File: src/rtl/onchip_mem_bist_master.sv
// Memory self-test initiator for a single-port on-chip RAM (Avalon-MM, 1-cycle read latency).
// It writes an incrementing pattern over a word range, reads it back and tallies the mismatches.
module onchip_mem_bist_master #(
    parameter int ADDR_W = 13,
    parameter int DATA_W = 32,
    parameter int CNT_W  = ADDR_W + 1
) (
    input  logic                  clk,
    input  logic                  reset_n,
    input  logic                  start,
    input  logic [ADDR_W-1:0]     base_addr,
    input  logic [CNT_W-1:0]      num_words,
    input  logic [DATA_W-1:0]     seed,
    output logic                  busy,
    output logic                  done,
    output logic                  pass,
    output logic [CNT_W-1:0]      err_count,
    output logic [ADDR_W-1:0]     first_err_addr,
    output logic [ADDR_W-1:0]     mem_address,
    output logic [DATA_W/8-1:0]   mem_byteenable,
    output logic                  mem_chipselect,
    output logic                  mem_write,
    output logic [DATA_W-1:0]     mem_writedata,
    input  logic [DATA_W-1:0]     mem_readdata,
    output logic                  mem_clken
);

    localparam logic [2:0] S_IDLE  = 3'd0;
    localparam logic [2:0] S_WRITE = 3'd1;
    localparam logic [2:0] S_READ  = 3'd2;
    localparam logic [2:0] S_DRAIN = 3'd3;
    localparam logic [2:0] S_DONE  = 3'd4;

    localparam logic [CNT_W-1:0] DEPTH = CNT_W'(1) << ADDR_W;

    // Requested lengths beyond the memory depth saturate to one full pass.
    function automatic logic [CNT_W-1:0] sat_len(input logic [CNT_W-1:0] n);
        return (n > DEPTH) ? DEPTH : n;
    endfunction

    logic [2:0]        state;
    logic [CNT_W-1:0]  len;          // clamped word count of the running test
    logic [CNT_W-1:0]  idx;          // accesses already issued in the current phase
    logic [ADDR_W-1:0] base_r;
    logic [DATA_W-1:0] seed_r;
    logic [ADDR_W-1:0] cur_addr;     // address of the next access to issue
    logic [DATA_W-1:0] cur_pat;      // pattern of the next access to issue
    logic [DATA_W-1:0] rd_pat;       // expected data of the read currently on the bus
    logic              vld_p0;
    logic [DATA_W-1:0] exp_data_p0;
    logic [ADDR_W-1:0] exp_addr_p0;
    logic [CNT_W-1:0]  start_len;
    logic              phase_end;
    logic              mismatch;

    assign start_len = sat_len(num_words);
    assign phase_end = (idx == len);
    assign mismatch  = vld_p0 && (mem_readdata != exp_data_p0);

    // Address/pattern generators and the one-cycle expected-data pipeline (no reset needed).
    always_ff @(posedge clk) begin
        // stage p0: expectation aligned with the cycle the RAM returns read data
        exp_data_p0 <= rd_pat;
        exp_addr_p0 <= mem_address;
        case (state)
            S_IDLE: begin
                if (start) begin
                    base_r   <= base_addr;
                    seed_r   <= seed;
                    cur_addr <= base_addr + ADDR_W'(1);
                    cur_pat  <= seed + DATA_W'(1);
                end
            end
            S_WRITE: begin
                if (phase_end) begin
                    rd_pat   <= seed_r;
                    cur_addr <= base_r + ADDR_W'(1);
                    cur_pat  <= seed_r + DATA_W'(1);
                end else begin
                    cur_addr <= cur_addr + ADDR_W'(1);
                    cur_pat  <= cur_pat + DATA_W'(1);
                end
            end
            S_READ: begin
                if (!phase_end) begin
                    rd_pat   <= cur_pat;
                    cur_addr <= cur_addr + ADDR_W'(1);
                    cur_pat  <= cur_pat + DATA_W'(1);
                end
            end
            default: ;
        endcase
    end

    // Sequencer, registered bus outputs and result bookkeeping.
    always_ff @(posedge clk or negedge reset_n) begin
        if (!reset_n) begin
            state          <= S_IDLE;
            len            <= '0;
            idx            <= '0;
            vld_p0         <= 1'b0;
            busy           <= 1'b0;
            done           <= 1'b0;
            pass           <= 1'b0;
            err_count      <= '0;
            first_err_addr <= '0;
            mem_address    <= '0;
            mem_byteenable <= '0;
            mem_chipselect <= 1'b0;
            mem_write      <= 1'b0;
            mem_writedata  <= '0;
            mem_clken      <= 1'b0;
        end else begin
            mem_clken <= 1'b1;
            done      <= 1'b0;
            // stage p0: a read on the bus this cycle is compared next cycle
            vld_p0    <= mem_chipselect && !mem_write;
            if (mismatch) begin
                err_count <= err_count + CNT_W'(1);
                if (err_count == '0) begin
                    first_err_addr <= exp_addr_p0;
                end
            end
            case (state)
                S_IDLE: begin
                    if (start) begin
                        err_count      <= '0;
                        first_err_addr <= '0;
                        pass           <= 1'b0;
                        len            <= start_len;
                        if (start_len == '0) begin
                            state <= S_DONE;
                            done  <= 1'b1;
                            pass  <= 1'b1;
                        end else begin
                            state          <= S_WRITE;
                            busy           <= 1'b1;
                            mem_chipselect <= 1'b1;
                            mem_write      <= 1'b1;
                            mem_byteenable <= '1;
                            mem_address    <= base_addr;
                            mem_writedata  <= seed;
                            idx            <= CNT_W'(1);
                        end
                    end
                end
                S_WRITE: begin
                    if (phase_end) begin
                        state       <= S_READ;
                        mem_write   <= 1'b0;
                        mem_address <= base_r;
                        idx         <= CNT_W'(1);
                    end else begin
                        mem_address   <= cur_addr;
                        mem_writedata <= cur_pat;
                        idx           <= idx + CNT_W'(1);
                    end
                end
                S_READ: begin
                    if (phase_end) begin
                        state          <= S_DRAIN;
                        mem_chipselect <= 1'b0;
                        mem_byteenable <= '0;
                    end else begin
                        mem_address <= cur_addr;
                        idx         <= idx + CNT_W'(1);
                    end
                end
                S_DRAIN: begin
                    // the last read's compare lands in this cycle, so fold it into pass
                    state <= S_DONE;
                    busy  <= 1'b0;
                    done  <= 1'b1;
                    pass  <= (err_count == '0) && !mismatch;
                end
                S_DONE: begin
                    state <= S_IDLE;
                end
                default: begin
                    state <= S_IDLE;
                end
            endcase
        end
    end

endmodule

File: config.mk
export PLATFORM = sky130hd
export DESIGN_NAME = onchip_mem_bist_master
export DESIGN_NICKNAME = d
export VERILOG_FILES = /design/src/rtl/onchip_mem_bist_master.sv
export SDC_FILE = /design/constraint.sdc
export NUM_CORES = 1
export LEC_CHECK = 0
export ABC_AREA = 1
export BUFFER_PORTS_ARGS = -buffer_cell sky130_fd_sc_hd__buf_4
export CAP_MARGIN = 5
export CORE_ASPECT_RATIO = 0.8
export CORE_MARGIN = 4
export CORE_UTILIZATION = 35
export CTS_CLUSTER_SIZE = 30
export DETAILED_ROUTE_END_ITERATION = 6
export PLACE_DENSITY = 0.49
export SETUP_SLACK_MARGIN = 0.05
export SLEW_MARGIN = 30
export SYNTH_ARGS = -nofsm -noshare
export SYNTH_HDL_FRONTEND = slang
export SYNTH_SLANG_ARGS = --single-unit
File: constraint.sdc
create_clock -name clk -period 5.2 [get_ports clk]
set_clock_uncertainty 0.2 [all_clocks]
set_input_delay 1.04 -clock clk [delete_from_list [all_inputs] [get_ports clk]]
set_output_delay 1.04 -clock clk [all_outputs]
set_load 0.005 [all_outputs]
== Word-level counts from Yosys, hierarchy flattened ==
Index checks and enable logic that the tools add are counted.
W data, S select, Z words.

* Register bits after elaboration: 281
* Word-level logic and storage cells: 117

* Reduce and logical (&&, ||, !) cells: 23
* Muxes and demuxes: 52
* Magnitude comparators: 1
* Add/sub/neg operators: 8
* Equality and inequality tests: 11

{| class="wikitable"
|+ Operators with widths
! operator !! count
|-
| $mux W32 || 7
|-
| $mux W13 || 11
|-
| $pmux W32 S2 || 2
|-
| $mux W14 || 8
|-
| $add A32 B1 Y32 const B || 3
|-
| $pmux W32 S3 || 1
|-
| $pmux W13 S3 || 2
|-
| $pmux W14 S3 || 1
|-
| $add A13 B1 Y13 const B || 3
|-
| $ne A32 B32 Y1 || 1
|-
| $add A14 B1 Y14 const B || 2
|-
| $logic_not A14 Y1 || 2
|-
| $reduce_and A4 Y1 || 4
|-
| $eq A14 B14 Y1 || 1
|-
| $gt A14 B14 Y1 const B || 1
|-
| $mux W3 || 4
|-
| $mux W4 || 3
|-
| $ne A2 B2 Y1 const B || 6
|-
| $pmux W3 S4 || 1
|-
| $reduce_and A3 Y1 || 4
|-
| $pmux W1 S2 || 5
|-
| $pmux W4 S2 || 1
|-
| $reduce_bool A2 Y1 || 4
|-
| $eq A3 B2 Y1 const B || 2
|-
| other kinds (7) || 16
|}

== Longest topological paths before layout ==
* Depth after elaboration: 6
* Gate-level depth with buffers: 15
* Mapped depth without buffers: 13

== Least setup slack after synthesis ==
Ideal clock, no wire load.

* Path type: reg2reg
* Start: register idx[0]
* End: register rd_pat[0] (enable)
* Setup time: 466 ps
* Buffers on the path: 2
* Path slack: 941 ps
* Data required time: 4534 ps
* Clock period less this slack: 4259 ps
* Arrival time: 3593 ps
* Stages on the path, launching flop included: 12
* Cell sequence: dfrtp_1 > buf_4 > inv_2 > nand2_1 > nand2_1 > nor2_1 > nand2_1 > nor2_2 > nand2_1 > clkinv_1 > buf_2 > o21ai_0

* Longest elaborated chain between the ends: 3
* Elaborated cells on any way between the ends: 4
* Those cells by class: eq/ne: 3; reduce/logical: 1

{| class="wikitable"
|+ Ends and longest elaborated chain
! element !! line !! RTL
|-
| from (decl) || 43 || <nowiki>logic [CNT_W-1:0] idx;</nowiki>
|-
| from (signal assigned) || 156 || <nowiki>idx <= idx + CNT_W'(1);</nowiki>
|-
| from (signal assigned) || 166 || <nowiki>idx <= idx + CNT_W'(1);</nowiki>
|-
| $eq A14 B14 Y1 * || 57 || <nowiki>assign phase_end = (idx == len);</nowiki>
|-
| $ne A2 B2 Y1 (no line) || -- ||
|-
| $reduce_and A3 Y1 (no line) * || -- ||
|-
| to (signal assigned) || 76 || <nowiki>rd_pat <= seed_r;</nowiki>
|-
| to (signal assigned) || 86 || <nowiki>rd_pat <= cur_pat;</nowiki>
|-
| to (decl) || 48 || <nowiki>logic [DATA_W-1:0] rd_pat;</nowiki>
|}

Every way passes the cells marked *; elsewhere a longest branch is shown, timed or not.
A chain may end at the register's enable or synchronous reset.

== Final worst setup path ==
* Start: register idx[0]
* End: register rd_pat[3] (enable)

Same word-level chain as after synthesis.

==> impl_results.md <==
- Post-synthesis cell type count: 47
- Reg-to-reg slack, setup: 1.71 ns
- Complex-gate fraction of the synthesized area: 6.09%
- Sw power: 3690 uW
- Syn Inst Count: 2082
- Hold path start: rd_pat[11]
- Clk Latency, worst-skew pair: 0.59 ns
- Worst hold stages: 0
- Power Internal: 5680 uW
- Critical Path Fanout Max: 32
- Clock Path Buffers: 3
- Post-synth EDFFs: 122
- Vias/cell: 5.07
- Sequential fraction of design power: 39.7%
- DRC violations left: 0
- Max-cap violation count: 0
- DR vias: 14500
- Post-CTS setup buffer count: 0
- Wire per inst: 19.8 um
- Inserted Clock Buffers: 31
- Placed instance count: 2802
- # setup viols final: 0
- Final Cycle Share: 67.1%
- Status: finished clean
- Worst reg2reg endpoint: rd_pat[3]
- Synth Area in XOR/XNOR: 5.68%
- Initial DRC Count: 1613
- Pwr dens: 503 mW/mm^2
- Max_slew headroom: 37.0%
- Fin util: 42.0%
- Crit Path Class: register to register
- Row count: 69
- Layout cells sized above 1: 12.8%
- Final Hold Fails: 0
- CP Launch Point: idx[0]
- Ys flop type: edfxtp_1
- Final Non-Filler Cells: 2860
- Clock Tree Root: clkbuf_16
- #FFs+latches synth: 277
- Die ar.: 0.0484 mm^2
- Crit Reg-Reg Startpoint: idx[0]
- Clock share of power: 24.1%
- Worst Hold Class: register to register
- Global-route wire length before repair: 85000 um
- Worst setup SP type: register
- Largest net degree at the start of global routing: 65
- Synthesized area per cell: 7.55 um^2
- Area growth, synth to finish: 18.6%
- TritonRoute pass-1 iters: 5
- Synth Area in Simple Gates: 33.6%
- Post-Synth Adder-Cell Area: 0.717%
- Net Sw Frac: 39.3%
- Fin. max-slew vios: 0
- PostCTS Resize Cnt: 0
- Hpwl dp: 43900 um
- Initial antenna violation count: 0
- Initial Util: 35.4%
- Fin nets: 2336
- Die height: 198 um
- Final min period: 3.49 ns
- Final TNS setup: 0 ns
- CP required: 5.20 ns
- # hold bufs at CTS: 0
- Post-Syn Area: 0.0157 mm^2
- Clk slew on worst S/H paths: 0.07 ns
- Worst Hold Path EP: exp_data_p0[11]
- Buffers on Ports: 175
- Combinational fraction of design power: 36.1%
- GRT Total Usage: 22.8%
- GRT overflow: 0
- Vias in the first global route: 13600
- Reg2Reg Depth: 10
- Seq/Total Area, Yosys: 46.6%
- Routed WL: 56600 um
- CTS Sinks: 277
- Core area: 0.0444 mm^2
- FMAX: 286 MHz
- H-tree depth: 1
- Yosys Warn Count: 0
- CP Capture Type: register
- I/O pin count: 176
- Async SR Flop Fraction: 39.7%
- Unrepaired setup endpoints after global routing: false
- Worst vdd ir: 254 uV
- Die W: 245 um
- Largest family of logic cells by synthesized area: simple AND/OR/NAND/NOR gates
- Post-route antenna net violation count: 0
- CTS tree: done
- Diode count: 0
- Crit path DAT: 3.50 ns
- Gpl congestion: 0.987
- Slew @ Worst Pin: 0.942 ns
- Syn_nets: 2185
- P_leak: 0.00836 uW
- Proportion of synthesized area in mux cells: 0%
-- per-stage QoR --
step                cell area [um^2]  total power (uW)  hold slack (ns)  worst slack [ns]
detailed placement             17600              7100            0.127              1.63
CTS                            18600              9390            0.140              1.73
global route                   18600             10000            0.145              1.45
global placement               17600              7060            0.127              1.73
floorplan                      15700              5620            0.123             0.941
finish                         18600              9370            0.138              1.71
-- registers in the layout, indices dropped and copies added, names as in the netlist, 3 cells and up --
| register | cells |
|---|---|
| seed_r | 32 |
| state | 3 |
| cur_pat | 32 |
| mem_writedata | 32 |
| cur_addr | 13 |
| first_err_addr | 13 |
| idx | 14 |
| mem_address | 13 |
| rd_pat | 32 |
| err_count | 14 |
| base_r | 13 |
| exp_data_p0 | 32 |
| len | 14 |
| exp_addr_p0 | 13 |
-- area by class of cell --
type	count	area, um^2
clock buffers	42	910
clock inverters	15	144
fillers	4661	25700
inverters	217	817
multi-input cells	1517	7270
flip-flops and latches	277	7320
well taps	603	754
repair buffers	189	1430
-- cell usage in the layout (no fill, tap or decap), types with 5 or more instances in the layout --
| cell type | netlist | layout |
|---|---|---|
| o211ai_1 | 20 | 20 |
| clkbuf_16 | 0 | 33 |
| nand3b_1 | 9 | 9 |
| dfxtp_1 | 45 | 45 |
| clkinv_2 | 0 | 6 |
| or2_2 | 10 | 10 |
| a21oi_1 | 24 | 24 |
| nor4_1 | 6 | 6 |
| nor2_1 | 181 | 180 |
| xor2_1 | 61 | 61 |
| clkbuf_8 | 0 | 5 |
| ha_1 | 9 | 9 |
| o21ai_1 | 8 | 8 |
| edfxtp_1 | 122 | 122 |
| buf_4 | 12 | 188 |
| nand2_1 | 704 | 704 |
| xnor2_1 | 41 | 41 |
| dfrtp_1 | 110 | 110 |
| nor3_1 | 50 | 50 |
| nand4_1 | 77 | 77 |
| inv_2 | 16 | 16 |
| o21ai_0 | 104 | 103 |
| inv_1 | 198 | 198 |
| nand3_1 | 178 | 178 |
-- routing by layer --
layer	routed length [um]	up-vias	track usage, %	share of wire, %
li1	-	7090	-	-
met1	29100	6784	37.5	51
met2	21200	554	29.8	38
met3	5460	56	5.75	9.6
met4	793	2	3.30	1.4
met5	62	-	0.980	0.11
-- how the worst max path moves through the flow --
stage,depth (start not counted),endpoint,slack [ns]
2_1_floorplan,11,rd_pat[0],0.94
3_3_place_gp,13,mem_writedata[0],1.73
3_5_place_dp,13,mem_writedata[28],1.63
4_1_cts,10,rd_pat[3],1.73
5_1_grt,10,rd_pat[11],1.45
6_report,10,rd_pat[3],1.71
-- cell families after synthesis --
logic type,after synthesis
other,1
adders and majority gates,9
xor gates and xnor gates,102
and+or+nand+nor,1233
buffers and inverters,288
AOI/OAI and AO/OA,172
DFF,277
-- Yosys cell counts (2+ instances only) --
cell | n | area [um^2]
nand3_1 | 178 | 891
nand2_2 | 3 | 18.8
a21oi_1 | 24 | 120
buf_2 | 18 | 90.1
xnor2_1 | 41 | 359
o21bai_1 | 3 | 22.5
a21o_1 | 3 | 22.5
nand3b_1 | 9 | 67.6
buf_4 | 12 | 90.1
xor2_1 | 61 | 534
dfrtp_1 | 110 | 2750
o21ai_0 | 104 | 521
o22ai_1 | 4 | 25.0
dfxtp_1 | 45 | 901
inv_2 | 16 | 60.1
nand3_2 | 2 | 20.0
ha_1 | 9 | 113
buf_1 | 9 | 33.8
edfxtp_1 | 122 | 3660
or2_2 | 10 | 62.6
clkbuf_1 | 31 | 116
nor3_1 | 50 | 250
o211ai_1 | 20 | 150
clkinv_1 | 2 | 7.51
nor3_2 | 2 | 20.0
nor4_1 | 6 | 37.5
inv_1 | 198 | 743
o21ai_1 | 8 | 40.0
nor2_2 | 5 | 31.3
nand2_1 | 704 | 2640
nor2_1 | 181 | 679
nand4_1 | 77 | 482
-- power groups by stage --
| stage | clock, uW | sequential [uW] | combinational (uW) |
|---|---|---|---|
| final | 2260 | 3720 | 3390 |
| after global routing | 2410 | 3810 | 3810 |
| after CTS | 2310 | 3710 | 3360 |
| after detailed placement | 0 | 3750 | 3350 |
| after global placement | 0 | 3750 | 3320 |
| after floorplan | 0 | 3530 | 2090 |
-- worst max-delay path, cell delays in order, from the launching register on --
cell and delay [ns]:
dfrtp_1 0.51, inv_2 0.11, nand2_1 0.05, nand2_1 0.06, nor2_1 0.04, nand2_1 0.07, nor2_2 0.06, nand2_1 0.47
clkinv_1 0.76, o21ai_2 0.31, buf_4 0.43
Note: power is estimated with default switching activity, not from simulation.
